## src/rtl/vga_timing_gen.sv

```systemverilog
// -----------------------------------------------------------------------------
// vga_timing_gen
//
// Parametrised single-clock VGA timing generator. One counter pair (h, v)
// advances on every PIX_EN tick. Two registered stages follow it:
//   stage A : pixel address, raw sync flags and the active-area flag
//   stage B : HS/VS at the configured polarity, DE and the blanked colour
// The strobes LINE_START / FRAME_START are one CLK wide and follow the tick
// on which the counters wrap.
//
// Optional feature: define VGA_TESTPAT_EN to add the TESTPAT input. While
// TESTPAT is high, stage B shows eight vertical colour bars in place of
// COLOUR_IN. Without the macro the port does not exist.
//
// Ports
//   CLK          in   system clock
//   RESET        in   synchronous active-high reset
//   PIX_EN       in   one-CLK pixel tick (tie high when CLK is the pixel clock)
//   TESTPAT      in   colour-bar select (only with VGA_TESTPAT_EN)
//   COLOUR_IN    in   colour for the address issued on the previous tick
//   ADDRH        out  active-area column, 0 outside the active columns
//   ADDRV        out  active-area row, 0 outside the active rows
//   COLOUR_OUT   out  colour to the DAC, 0 whenever DE is low
//   HS, VS       out  syncs at HS_POL / VS_POL active level
//   DE           out  display enable, aligned with COLOUR_OUT
//   LINE_START   out  one-CLK strobe after the tick where h wraps to 0
//   FRAME_START  out  one-CLK strobe after the tick where (h,v) wraps to (0,0)
//
// Colour-source contract: ADDRH/ADDRV change only one CLK after a PIX_EN
// tick; the source must present the matching COLOUR_IN before the next
// PIX_EN tick, which is when stage B samples it. There is no back-pressure.
// -----------------------------------------------------------------------------
module vga_timing_gen #(
  parameter int   H_SYNC   = 96,
  parameter int   H_BP     = 48,
  parameter int   H_ACTIVE = 640,
  parameter int   H_FP     = 16,
  parameter int   V_SYNC   = 2,
  parameter int   V_BP     = 29,
  parameter int   V_ACTIVE = 480,
  parameter int   V_FP     = 10,
  parameter logic HS_POL   = 1'b0,
  parameter logic VS_POL   = 1'b0,
  parameter int   HCW      = 11,
  parameter int   VCW      = 10,
  parameter int   COLOUR_W = 12
) (
  input  logic                CLK,
  input  logic                RESET,
  input  logic                PIX_EN,
`ifdef VGA_TESTPAT_EN
  input  logic                TESTPAT,
`endif
  input  logic [COLOUR_W-1:0] COLOUR_IN,
  output logic [HCW-1:0]      ADDRH,
  output logic [VCW-1:0]      ADDRV,
  output logic [COLOUR_W-1:0] COLOUR_OUT,
  output logic                HS,
  output logic                VS,
  output logic                DE,
  output logic                LINE_START,
  output logic                FRAME_START
);

  localparam int H_TOTAL = H_SYNC + H_BP + H_ACTIVE + H_FP;
  localparam int V_TOTAL = V_SYNC + V_BP + V_ACTIVE + V_FP;

  // Inclusive bounds, so the last active column still fits in HCW bits
  // even with a zero front porch.
  localparam logic [HCW-1:0] H_LAST      = HCW'(H_TOTAL - 1);
  localparam logic [HCW-1:0] H_SYNC_END  = HCW'(H_SYNC);
  localparam logic [HCW-1:0] H_ACT_FIRST = HCW'(H_SYNC + H_BP);
  localparam logic [HCW-1:0] H_ACT_LAST  = HCW'(H_SYNC + H_BP + H_ACTIVE - 1);

  localparam logic [VCW-1:0] V_LAST      = VCW'(V_TOTAL - 1);
  localparam logic [VCW-1:0] V_SYNC_END  = VCW'(V_SYNC);
  localparam logic [VCW-1:0] V_ACT_FIRST = VCW'(V_SYNC + V_BP);
  localparam logic [VCW-1:0] V_ACT_LAST  = VCW'(V_SYNC + V_BP + V_ACTIVE - 1);

  // Raster position
  logic [HCW-1:0] h_cnt;
  logic [VCW-1:0] v_cnt;

  // Stage A (ADDRH/ADDRV are the stage A address registers themselves)
  logic hs_a;
  logic vs_a;
  logic de_a;

  // Decode of the current (pre-increment) position
  logic h_wrap;
  logic v_wrap;
  logic h_act;
  logic v_act;

  always_comb begin
    h_wrap = (h_cnt == H_LAST);
    v_wrap = (v_cnt == V_LAST);
    h_act  = (h_cnt >= H_ACT_FIRST) && (h_cnt <= H_ACT_LAST);
    v_act  = (v_cnt >= V_ACT_FIRST) && (v_cnt <= V_ACT_LAST);
  end

  // Colour that stage B shows when the pixel is active
  logic [COLOUR_W-1:0] colour_sel;

`ifdef VGA_TESTPAT_EN
  localparam int CH_W = COLOUR_W / 3;

  // Bar 0..7 = white, yellow, cyan, green, magenta, red, blue, black.
  // Each channel is CH_W bits wide, R in the MSBs; any spare LSBs stay 0.
  function automatic logic [COLOUR_W-1:0] bar_colour(input logic [2:0] bar);
    logic [2:0]          rgb;
    logic [COLOUR_W-1:0] c;
    case (bar)
      3'd0:    rgb = 3'b111;
      3'd1:    rgb = 3'b110;
      3'd2:    rgb = 3'b011;
      3'd3:    rgb = 3'b010;
      3'd4:    rgb = 3'b101;
      3'd5:    rgb = 3'b100;
      3'd6:    rgb = 3'b001;
      default: rgb = 3'b000;
    endcase
    c = '0;
    for (int i = 0; i < CH_W; i++) begin
      c[COLOUR_W-1-i]          = rgb[2];
      c[COLOUR_W-1-CH_W-i]     = rgb[1];
      c[COLOUR_W-1-2*CH_W-i]   = rgb[0];
    end
    return c;
  endfunction

  logic [2:0] bar_idx;

  always_comb begin
    // The bar follows the stage A column, i.e. the pixel stage B is about
    // to display.
    bar_idx    = 3'((32'(ADDRH) * 32'd8) / 32'(H_ACTIVE));
    colour_sel = COLOUR_IN;
    if (TESTPAT) begin
      colour_sel = bar_colour(bar_idx);
    end
  end
`else
  always_comb begin
    colour_sel = COLOUR_IN;
  end
`endif

  always_ff @(posedge CLK) begin
    if (RESET) begin
      h_cnt       <= '0;
      v_cnt       <= '0;
      ADDRH       <= '0;
      ADDRV       <= '0;
      hs_a        <= 1'b0;
      vs_a        <= 1'b0;
      de_a        <= 1'b0;
      HS          <= ~HS_POL;
      VS          <= ~VS_POL;
      DE          <= 1'b0;
      COLOUR_OUT  <= '0;
      LINE_START  <= 1'b0;
      FRAME_START <= 1'b0;
    end else begin
      // Strobes are rewritten every CLK so they drop after one cycle even
      // when PIX_EN is slower than CLK.
      LINE_START  <= PIX_EN && h_wrap;
      FRAME_START <= PIX_EN && h_wrap && v_wrap;

      if (PIX_EN) begin
        // Counters
        if (h_wrap) begin
          h_cnt <= '0;
          if (v_wrap) begin
            v_cnt <= '0;
          end else begin
            v_cnt <= v_cnt + 1'b1;
          end
        end else begin
          h_cnt <= h_cnt + 1'b1;
        end

        // Stage A: subtraction only inside the active range, so no underflow
        ADDRH <= h_act ? (h_cnt - H_ACT_FIRST) : '0;
        ADDRV <= v_act ? (v_cnt - V_ACT_FIRST) : '0;
        hs_a  <= (h_cnt < H_SYNC_END);
        vs_a  <= (v_cnt < V_SYNC_END);
        de_a  <= h_act && v_act;

        // Stage B
        HS         <= hs_a ? HS_POL : ~HS_POL;
        VS         <= vs_a ? VS_POL : ~VS_POL;
        DE         <= de_a;
        COLOUR_OUT <= de_a ? colour_sel : '0;
      end
    end
  end

endmodule

```

## config.mk

```make
export PLATFORM = sky130hd
export DESIGN_NAME = vga_timing_gen
export DESIGN_NICKNAME = d
export VERILOG_FILES = /design/src/rtl/vga_timing_gen.sv
export SDC_FILE = /design/constraint.sdc
export NUM_CORES = 1
export LEC_CHECK = 0
export BUFFER_PORTS_ARGS = -buffer_cell sky130_fd_sc_hd__buf_2
export CAP_MARGIN = 20
export CORE_ASPECT_RATIO = 1.1
export CORE_MARGIN = 2
export CORE_UTILIZATION = 45
export DETAILED_ROUTE_END_ITERATION = 10
export PLACE_DENSITY = 0.81
export REMOVE_ABC_BUFFERS = 1
export SKIP_CTS_REPAIR_TIMING = 1
export SLEW_MARGIN = 15
export SYNTH_ARGS = -nofsm -noshare
export SYNTH_HDL_FRONTEND = slang
export SYNTH_SLANG_ARGS = --single-unit
```

## constraint.sdc

```tcl
create_clock -name CLK -period 2 [get_ports CLK]
set_clock_uncertainty 0.2 [all_clocks]
set_input_delay 0 -clock CLK [delete_from_list [all_inputs] [get_ports CLK]]
set_output_delay 0 -clock CLK [all_outputs]
set_load 0.01 [all_outputs]
```

==> metrics.csv, run 1 <==
stage,metric,value,unit
sta,max_slew_margin,51.94,%
worst_setup_path,startpoint_type,flop,
synth,synth_compound_area_share,16.73,%
die,initial_utilization,46.52,%
synth,yosys_register_bits,62,
final_layout,nNetsFinal,454,
global_route,grt_start_max_net_pins,30,
sta,period_minus_slack,2130,ps
final_layout,fin_util,63.48,%
synth,synth_area_leaders,"dfxtp_1 (43%), nand2_1 (4.6%), nor2_1 (4.6%), a21oi_1 (3.5%), a22oi_1 (3.1%)",
power_and_ir_drop,p_switching,601.4,uW
placement,placed_cells,474,
placement,place_ws,-150.5,ps
synth,synthMuxAreaShare,0,%
power_and_ir_drop,leakage,1.578,nW
sta,finalCritPeriodShare,106.5,%
final_layout,fillerInstances,510,
global_route,globalRouteTotalUtil,20.46,%
synth,synth_edf_count,0,
sta,hold_viol_final,0,
final_layout,area_delta_synth_final,36.44,%
final_layout,fin_cells,517,
flow_run,max_cap_viol_count,0,
synth,synth-simple-area-share,26.26,%
clock_network,cts_root_buf,clkbuf_8,
final_layout,stdcell_area,3908,sq um
detailed_routing,drtAntennaViolNets,0,
placement,hpwl,5053,um
sta,timing.fmax,469.5,MHz
final_layout,drive_gt1_share,28.15,%
final_layout,antenna_cells,0,
die,fp.coreArea,6156,sq um
clock_network,insertion_delay,350,ps
power_and_ir_drop,switching_share,22.03,%
worst_setup_path,reg2reg_depth,4,
clock_network,cts_max_level,3,
clock_network,clockBufferDepth,2,
worst_hold_path,hold_depth,4,
detailed_routing,vias,2811,
sta,setup-violations-final,4,
worst_hold_path,min-delay-start,PIX_EN,
worst_setup_path,r2r_slack,-130,ps
global_route,antenna_found_initial,0,
sta,tightest_slew,714.3,ps
sta,rsz0062_at_grt,yes,
synth,async_reset_ff_share,0,%
detailed_routing,viasPerCell,5.437,
detailed_routing,wire_per_inst,14.91,um
clock_network,cts.sinks,62,
die,rows,30,
worst_hold_path,min_to,ADDRV[8],
synth,synth-seq-area-share,43.34,%
die,die-area,7019,sq um
sta,slew_violations,0,
synth,synthAdderAreaFrac,3.058,%
outcome,violations,negative setup slack,
clock_network,numCtsBuffers,9,
clock_network,cts_tree,done,
power_and_ir_drop,p_seq_share,45.7,%
die,dieHeight,87.67,um
placement,gp_congestion,0.8983,
detailed_routing,wirelength,7710,um
synth,synth_top_family_by_area,simple AND/OR/NAND/NOR gates,
power_and_ir_drop,power_density,698.7,nW/um^2
synth,yosysTopAreaCell,dfxtp_1,
power_and_ir_drop,combinationalPowerShare,4.5,%
worst_setup_path,rr_endpoint,ADDRH[4],
worst_setup_path,required,2030,ps
sta,timing.setup.tns,-323.6,ps
synth,synth_top_area_share,43.34,%
clock_network,path_clk_slew,70,ps
power_and_ir_drop,vdd_ir_drop_max,0.3348,mV
synth,synth.avg_cell_area,8.499,sq um
worst_setup_path,path_max_fanout,5,
detailed_routing,drt-initial-drc-count,208,
placement,place_area,3327,sq um
worst_setup_path,crit_arrival,2160,ps
synth,synth_xor_area_share,4.893,%
power_and_ir_drop,p_int,2.129,mW
global_route,grt_pass1_vias,2488,
synth,ys_types,48,
die,dieWidth,80.07,um
synth,netlist_instances,337,
synth,netlist_area,2864,sq um
die,io_pins,53,
global_route,grt_pass1_wl,11260,um
detailed_routing,drtPass1Iterations,4,
final_layout,regArea,1246,sq um
synth,synth_ff_type,dfxtp_1,
worst_setup_path,r2r-start,h_cnt[1],
outcome,outcome,"finished, violations left",
detailed_routing,drc,0,
placement,port_buffers,52,
worst_setup_path,cp-end-kind,flop,
sta,setup_slack,-129.9,ps
global_route,gr-total-overflow,0,
final_layout,multiInputGateArea,1536,sq um
synth,yosysWarnings,0,
power_and_ir_drop,power_frac_clock,49.8,%
worst_hold_path,min_path_type,in2reg,
worst_setup_path,crit_type,reg2reg,
==> cells in the mapped netlist, types with 4 or more instances <==
cell and number:
dfxtp_1 62, nand2_1 35, nor2_1 35, a21oi_1 20
nand3_1 15, o21ai_0 15, a22oi_1 12, buf_2 11
clkbuf_1 11, nand4_1 11, inv_1 10, xnor2_1 9
ha_1 7, nand3b_1 7, xor2_1 7, nand2b_1 6
a32oi_1 4, nor3_1 4, nor4_1 4, o41ai_1 4
or3_1 4
==> layout make-up <==
cell class / count / area share, %
timing repair buffer: 108 / 18.86
tap: 80 / 2.562
inverter: 11 / 1.057
clock inverter: 7 / 3.138
multi-input combinational: 240 / 39.32
sequential: 62 / 31.89
clock buffer: 9 / 3.170
==> registers in the layout, indices dropped and copies added (netlist names) <==
register / count
ADDRH: 11
ADDRV: 10
COLOUR_OUT: 12
DE: 1
FRAME_START: 1
HS: 1
LINE_START: 1
VS: 1
de_a: 1
h_cnt: 11
hs_a: 1
v_cnt: 10
vs_a: 1
==> metrics by stage <==
step                power, mW  hold WS, ps
floorplan               1.311       -130.9
global placement        1.369        31.11
detailed placement      1.371        48.49
CTS                     2.716       -317.1
global route            2.802        26.02
finish                  2.730       0.6508
==> layer usage <==
layer / vias to the layer above / GRT usage [%] / share of wire [%]
met5: - / 0 / 0
met4: 0 / 8.783 / 1.1
met3: 8 / 4.639 / 5.8
met2: 96 / 35.15 / 52
met1: 1311 / 24.55 / 41
li1: 1396 / - / -
==> worst max path at each step <==
| stage | depth (start not counted) | slack (ps) | from | end |
|---|---|---|---|---|
| after global routing | 4 | -200 | h_cnt[1] | ADDRH[4] |
| after floorplan | 5 | -90 | h_cnt[4] | v_cnt[4] |
| after global placement | 6 | 80 | h_cnt[5] | de_a |
| after CTS | 6 | -170 | h_cnt[5] | de_a |
| after detailed placement | 6 | -150 | h_cnt[5] | de_a |
| final | 4 | -130 | h_cnt[1] | ADDRH[4] |
==> cell usage in the layout, fill, tap and decap left out, types with 3 or more instances in the layout <==
cell type and n:
o31ai_1 3, xor2_1 7, and4_1 3, nand2_1 35, nand2b_1 6, nand4_1 11
o32ai_1 3, clkbuf_8 9, xnor2_1 9, or3_1 4, dfxtp_2 4, buf_4 34
a21oi_1 19, and2_1 3, o41ai_1 3, nand3_1 14, a22oi_1 12, o21ai_0 15
inv_1 9, nand3b_1 7, dlygate4sd3_1 21, buf_2 52, a32oi_1 4, ha_1 4
bufinv_16 3, nor2_1 35, dfxtp_1 58, and3_1 3, nor3_1 4, nor4_1 3
==> kinds of logic (layout without fill, tap and decap cells) <==
family                   count (synthesis)  count (layout)
AND/OR/NAND/NOR                        144             144
AO/OA/AOI/OAI                           72              73
flip-flops                              62              62
buffers and inverters                   36             135
XOR/XNOR                                16              16
adder cells (fa/ha/maj)                  7               7
==> power by group through the flow <==
stage / registers, mW / clock network [mW] / logic (mW)
3_3_place_gp: 1.27 / 0 / 0.0938
6_report: 1.25 / 1.36 / 0.124
3_5_place_dp: 1.28 / 0 / 0.0960
5_1_grt: 1.25 / 1.42 / 0.135
2_1_floorplan: 1.28 / 0 / 0.0343
4_1_cts: 1.25 / 1.37 / 0.0965
==> critical path, stage by stage (launching register included) <==
cell	delay, ps
dfxtp_1	340
nor4_1	640
a2111oi_2	210
a31o_1	300
o41ai_1	320
No activity file was read; power rests on OpenSTA's default activity.
==> run 2, diff against run 1 <==
Settings changed: CORE_MARGIN 2 to not set.
==> run 2 against run 1 <==
Compared with the run above:
- critical path depth increased by 3
- critical endpoint is now v_cnt[1]
- clock power decreased by 7%
- fmax increased by 6.0%
- the flow still finishes with violations (negative setup slack)
- worst setup slack improved by 120 ps
- via count increased by 2.7%
==> metrics.csv, run 2 (synthesis results as in run 1) <==
stage,metric,value,unit
outcome,outcome,"finished, violations left",
outcome,violations,negative setup slack,
worst_setup_path,cp-end-kind,flop,
sta,slew_violations,0,
global_route,grt_pass1_wl,11370,um
power_and_ir_drop,p_int,2.012,mW
final_layout,largest_register_ff_count,12,
power_and_ir_drop,switching_share,23.36,%
global_route,grt_pass1_vias,2490,
sta,period_minus_slack,2009,ps
clock_network,cts.sinks,62,
detailed_routing,wirelength,7533,um
clock_network,cts_tree,done,
global_route,grtUsageMet1,25.66,%
sta,tightest_slew,579.9,ps
power_and_ir_drop,combinationalPowerShare,4.5,%
die,io_pins,53,
placement,place_area,3297,sq um
worst_hold_path,min_path_type,in2reg,
worst_setup_path,r2r_slack,-9,ps
power_and_ir_drop,power_frac_clock,48.0,%
sta,holdWs,8.917,ps
global_route,grtUsageMet3,6.809,%
detailed_routing,drt-initial-drc-count,206,
worst_setup_path,startpoint_type,flop,
placement,place_ws,-41.81,ps
sta,rsz0062_at_grt,yes,
clock_network,clockBufferDepth,2,
sta,setup_slack,-8.854,ps
clock_network,insertion_delay,350,ps
detailed_routing,drtAntennaViolNets,0,
die,rows,30,
placement,hpwl,4647,um
clock_network,cts_max_level,3,
power_and_ir_drop,leakage,1.560,nW
sta,finalCritPeriodShare,100.4,%
global_route,antenna_found_initial,0,
final_layout,fin_cells,515,
placement,gp_congestion,0.8623,
detailed_routing,drtPass1Iterations,4,
final_layout,regMostFlops,COLOUR_OUT,
sta,max_slew_margin,61.34,%
clock_network,path_clk_slew,80,ps
sta,setup-violations-final,1,
global_route,gr-total-overflow,0,
detailed_routing,vias,2887,
worst_setup_path,crit_type,reg2reg,
worst_hold_path,hold_depth,4,
final_layout,nNetsFinal,452,
sta,timing.setup.tns,-8.854,ps
final_layout,layout_commonest_cell,dfxtp_1,
clock_network,cts_root_buf,clkbuf_8,
final_layout,fin_util,62.26,%
global_route,grt.busiest_layer,met2,
worst_setup_path,rr_endpoint,v_cnt[1],
power_and_ir_drop,vdd_ir_drop_max,0.4406,mV
final_layout,area_delta_synth_final,33.81,%
global_route,met2_usage,35.65,%
power_and_ir_drop,totalPowerFinal,2.625,mW
placement,port_buffers,52,
final_layout,final_cell_mix,"dfxtp_1 (60), buf_2 (52), nand2_1 (35), nor2_1 (35), buf_4 (29)",
detailed_routing,wire_per_inst,14.63,um
worst_hold_path,min-delay-start,PIX_EN,
placement,placed_cells,470,
global_route,globalRouteTotalUtil,21.56,%
worst_setup_path,path_max_fanout,6,
die,initial_utilization,46.52,%
flow_run,max_cap_viol_count,0,
die,die-area,6688,sq um
worst_setup_path,required,2080,ps
sta,hold_viol_final,0,
die,fp.coreArea,6156,sq um
worst_setup_path,reg2reg_depth,7,
worst_setup_path,r2r-start,h_cnt[5],
final_layout,antenna_cells,0,
power_and_ir_drop,p_switching,613.4,uW
final_layout,drive_gt1_share,25.52,%
global_route,grt_start_max_net_pins,34,
power_and_ir_drop,power_density,685.1,nW/um^2
die,dieWidth,78.07,um
detailed_routing,drc,0,
power_and_ir_drop,p_seq_share,47.5,%
final_layout,reg.largest.list,"COLOUR_OUT x12, ADDRH x11, h_cnt x11",
die,dieHeight,85.67,um
worst_setup_path,crit_arrival,2090,ps
final_layout,stdcell_area,3832,sq um
detailed_routing,viasPerCell,5.606,
sta,timing.fmax,497.8,MHz
worst_hold_path,min_to,vs_a,
clock_network,numCtsBuffers,9,
## run 2: cell types whose count changed in the layout (fill, tap and decap cells not counted), sizes merged
cell and change:
clkinv -2, buf -6, inv +3, a31o -1, dlygate4sd3 +5, bufinv -1
## run 2: how the worst max path moves through the flow
stage | cells past startpoint | end | slack (ps) | startpoint
after floorplan | 5 | v_cnt[4] | -90 | h_cnt[4]
after global placement | 7 | v_cnt[1] | 30 | h_cnt[5]
after detailed placement | 7 | v_cnt[1] | -40 | h_cnt[5]
after CTS | 7 | v_cnt[1] | -60 | h_cnt[5]
after global routing | 6 | v_cnt[2] | -90 | h_cnt[5]
final | 7 | v_cnt[1] | -9 | h_cnt[5]
## run 2: final cells by class
cell class	count	area, sq um
Clock inverter	7	103.9
Multi-Input combinational cell	239	1481
Inverter	11	41.29
Timing Repair Buffer	107	738.2
Tap cell	80	100.1
Clock buffer	9	123.9
Fill cell	522	2323
Sequential cell	62	1244
## run 2: layer usage
metal	vias up	wire length [um]
li1	1392	-
met1	1370	3084
met2	106	3881
met3	19	371
met4	0	195
met5	-	0
## run 2: critical path, stage by stage (launching register included)
cell and delay, ps:
dfxtp_2 330, inv_2 50, ha_2 180, and4b_1 210, nand4_1 250, buf_4 240, or3b_1 350, a21oi_1 130
## run 2: power groups by stage
stage	logic (mW)	clock network [mW]	registers, mW
final	0.118	1.26	1.25
after global routing	0.129	1.34	1.25
after CTS	0.0912	1.28	1.25
after detailed placement	0.0901	0	1.28
after global placement	0.0886	0	1.28
after floorplan	0.0343	0	1.28
==> run 3, diff against run 2 <==
Settings changed: ABC_AREA set to 1.
==> run 3 against run 2 <==
Compared with the run above:
- the run now ends clean
- synthesized cell count up 25%
- non-clock buffer count decreased by 33
- sequential power about the same
- cell count up 11%
- critical path type unchanged
- largest cell class unchanged
- largest power group unchanged
==> metrics.csv, run 3 <==
stage,metric,value,unit
final_layout,layout_commonest_cell,nand2_1,
outcome,outcome,"complete, no violations",
clock_network,cts.sinks,62,
detailed_routing,viasPerCell,5.104,
worst_setup_path,crit_arrival,1870,ps
synth,yosysTopAreaCell,dfxtp_1,
synth,synth_common_cells,"nand2_1 (104), dfxtp_1 (62), a21oi_1 (50)",
sta,setup_slack,164.1,ps
sta,finalCritPeriodShare,91.80,%
final_layout,area_delta_synth_final,22.58,%
synth,yosysWarnings,0,
sta,period_minus_slack,1836,ps
power_and_ir_drop,vdd_ir_drop_max,0.6568,mV
global_route,antenna_found_initial,0,
placement,port_buffers,52,
clock_network,path_clk_slew,80,ps
worst_setup_path,cp.depth,8,
clock_network,cts_max_level,3,
power_and_ir_drop,leakage,1.695,nW
detailed_routing,drt-initial-drc-count,166,
synth,synth-seq-area-share,41.47,%
detailed_routing,drc,0,
clock_network,cts_tree,done,
synth,yosysMostFrequentCell,nand2_1,
power_and_ir_drop,totalPowerFinal,2.661,mW
worst_setup_path,path_buf_inv,1,
power_and_ir_drop,power_density,725.3,nW/um^2
worst_setup_path,crit_slowest_cell,dfxtp_1,
worst_setup_path,required,2030,ps
placement,gp_congestion,0.8983,
global_route,gr-total-overflow,0,
sta,timing.setup.tns,0,ps
final_layout,drive_gt1_share,19.80,%
global_route,grt_pass1_wl,11530,um
worst_hold_path,hold_depth,1,
final_layout,final_cell_mix,"nand2_1 (104), dfxtp_1 (62), buf_2 (52), a21oi_1 (50), nand3_1 (43)",
synth,synth_ff_type,dfxtp_1,
synth,synth_area_leaders,"dfxtp_1 (41%), nand2_1 (13%), a21oi_1 (8.4%), nand3_1 (7.2%), nor2_1 (5.3%)",
die,dieWidth,79.76,um
clock_network,clockBufferDepth,2,
detailed_routing,wire_per_inst,12.97,um
synth,netlist_area,2993,sq um
global_route,globalRouteTotalUtil,21.28,%
synth,async_reset_ff_share,0,%
global_route,grt_pass1_vias,2525,
synth,ys_types,33,
final_layout,antenna_cells,0,
sta,tightest_slew,514.4,ps
final_layout,multiInputGateArea,1491,sq um
power_and_ir_drop,p_int,2.041,mW
placement,hpwl,5119,um
clock_network,cts_root_buf,clkbuf_8,
power_and_ir_drop,switching_share,23.30,%
power_and_ir_drop,combinationalPowerShare,4.8,%
worst_hold_path,min_path_type,reg2reg,
flow_run,max_cap_viol_count,0,
die,io_pins,53,
worst_setup_path,critPathTopFamily,simple AND/OR/NAND/NOR gates,
detailed_routing,wirelength,7395,um
sta,slew_violations,0,
power_and_ir_drop,p_seq_share,47.2,%
die,fp.coreArea,6306,sq um
final_layout,nNetsFinal,507,
power_and_ir_drop,p_switching,620.0,uW
sta,setup-violations-final,0,
sta,rsz0062_at_grt,no,
global_route,grt_start_max_net_pins,42,
worst_setup_path,startpoint_type,flop,
die,initial_utilization,47.46,%
worst_setup_path,cpPeakStageDelay,400,ps
synth,synth.avg_cell_area,7.109,sq um
sta,timing.fmax,544.7,MHz
final_layout,regMostFlops,COLOUR_OUT,
synth,yosys_register_bits,62,
worst_setup_path,crit_type,reg2reg,
detailed_routing,vias,2909,
sta,max_slew_margin,65.66,%
final_layout,reg.largest.list,"COLOUR_OUT x12, ADDRH x11, h_cnt x11",
detailed_routing,drtAntennaViolNets,0,
worst_setup_path,cp-end-kind,flop,
worst_setup_path,path_max_fanout,11,
power_and_ir_drop,power_frac_clock,48.1,%
detailed_routing,drtPass1Iterations,4,
clock_network,numCtsBuffers,9,
synth,synth_edf_count,0,
clock_network,insertion_delay,340,ps
synth,netlist_instances,421,
worst_setup_path,reg2reg_depth,8,
die,rows,30,
die,dieHeight,87.54,um
die,die-area,6981,sq um
final_layout,regArea,1241,sq um
sta,hold_viol_final,0,
synth,synth_top_area_share,41.47,%
placement,place_ws,197.4,ps
final_layout,fin_util,58.17,%
final_layout,fillerInstances,579,
final_layout,largest_register_ff_count,12,
worst_setup_path,path_cells,ha_1 -> nand3_2 -> nor2_4 -> nand3_4 -> nand2_2 -> inv_1 -> o21ai_0 -> nor2_1,
run 3: cell families (layout without fill, tap and decap cells):
group | after synthesis | in the layout | synth area share (%)
compound gates | 69 | 69 | 11.87
xor+xnor | 8 | 8 | 2.341
fa+ha+maj | 7 | 7 | 2.926
buf+inv | 59 | 128 | 8.695
flops | 62 | 62 | 41.47
simple gates | 216 | 216 | 32.69
run 3: worst paths after layout:
path                                from  endpoint  slack [ps]
worst max-delay path            h_cnt[1]  h_cnt[9]         160
worst min-delay path                hs_a        HS         240
worst max register to register  h_cnt[1]  h_cnt[9]         160
worst min register to register      hs_a        HS         240
run 3: layout make-up:
class / instances / area share, %
clock inverters: 6 / 2.524
repair buffers: 74 / 12.55
multi-input cells: 300 / 40.65
clock buffers: 10 / 3.752
well taps: 80 / 2.729
flip-flops and latches: 62 / 33.83
inverters: 38 / 3.956
run 3: stage by stage:
step	instances	hold WS (ps)	cell area (sq um)
2_1_floorplan	400	-130.9	2878
3_3_place_gp	540	68.46	3298
3_5_place_dp	540	75.53	3298
4_1_cts	556	-293.7	3528
5_1_grt	570	265.7	3669
6_report	570	242.7	3669
run 3: per-layer routing:
layer  share of wire [%]  GRT usage [%]  vias up
met3                 3.9          4.896       16
met1                  44          26.30     1332
met4                 2.5          9.903        0
met2                  49          35.20       78
li1                    -              -     1483
met5                   0              0        -
run 3: power groups by stage:
stage | clock (mW) | sequential [mW] | combinational (mW)
after floorplan | 0 | 1.29 | 0.0405
after global placement | 0 | 1.28 | 0.103
after detailed placement | 0 | 1.28 | 0.106
after CTS | 1.29 | 1.25 | 0.106
after global routing | 1.36 | 1.26 | 0.140
final | 1.28 | 1.25 | 0.127
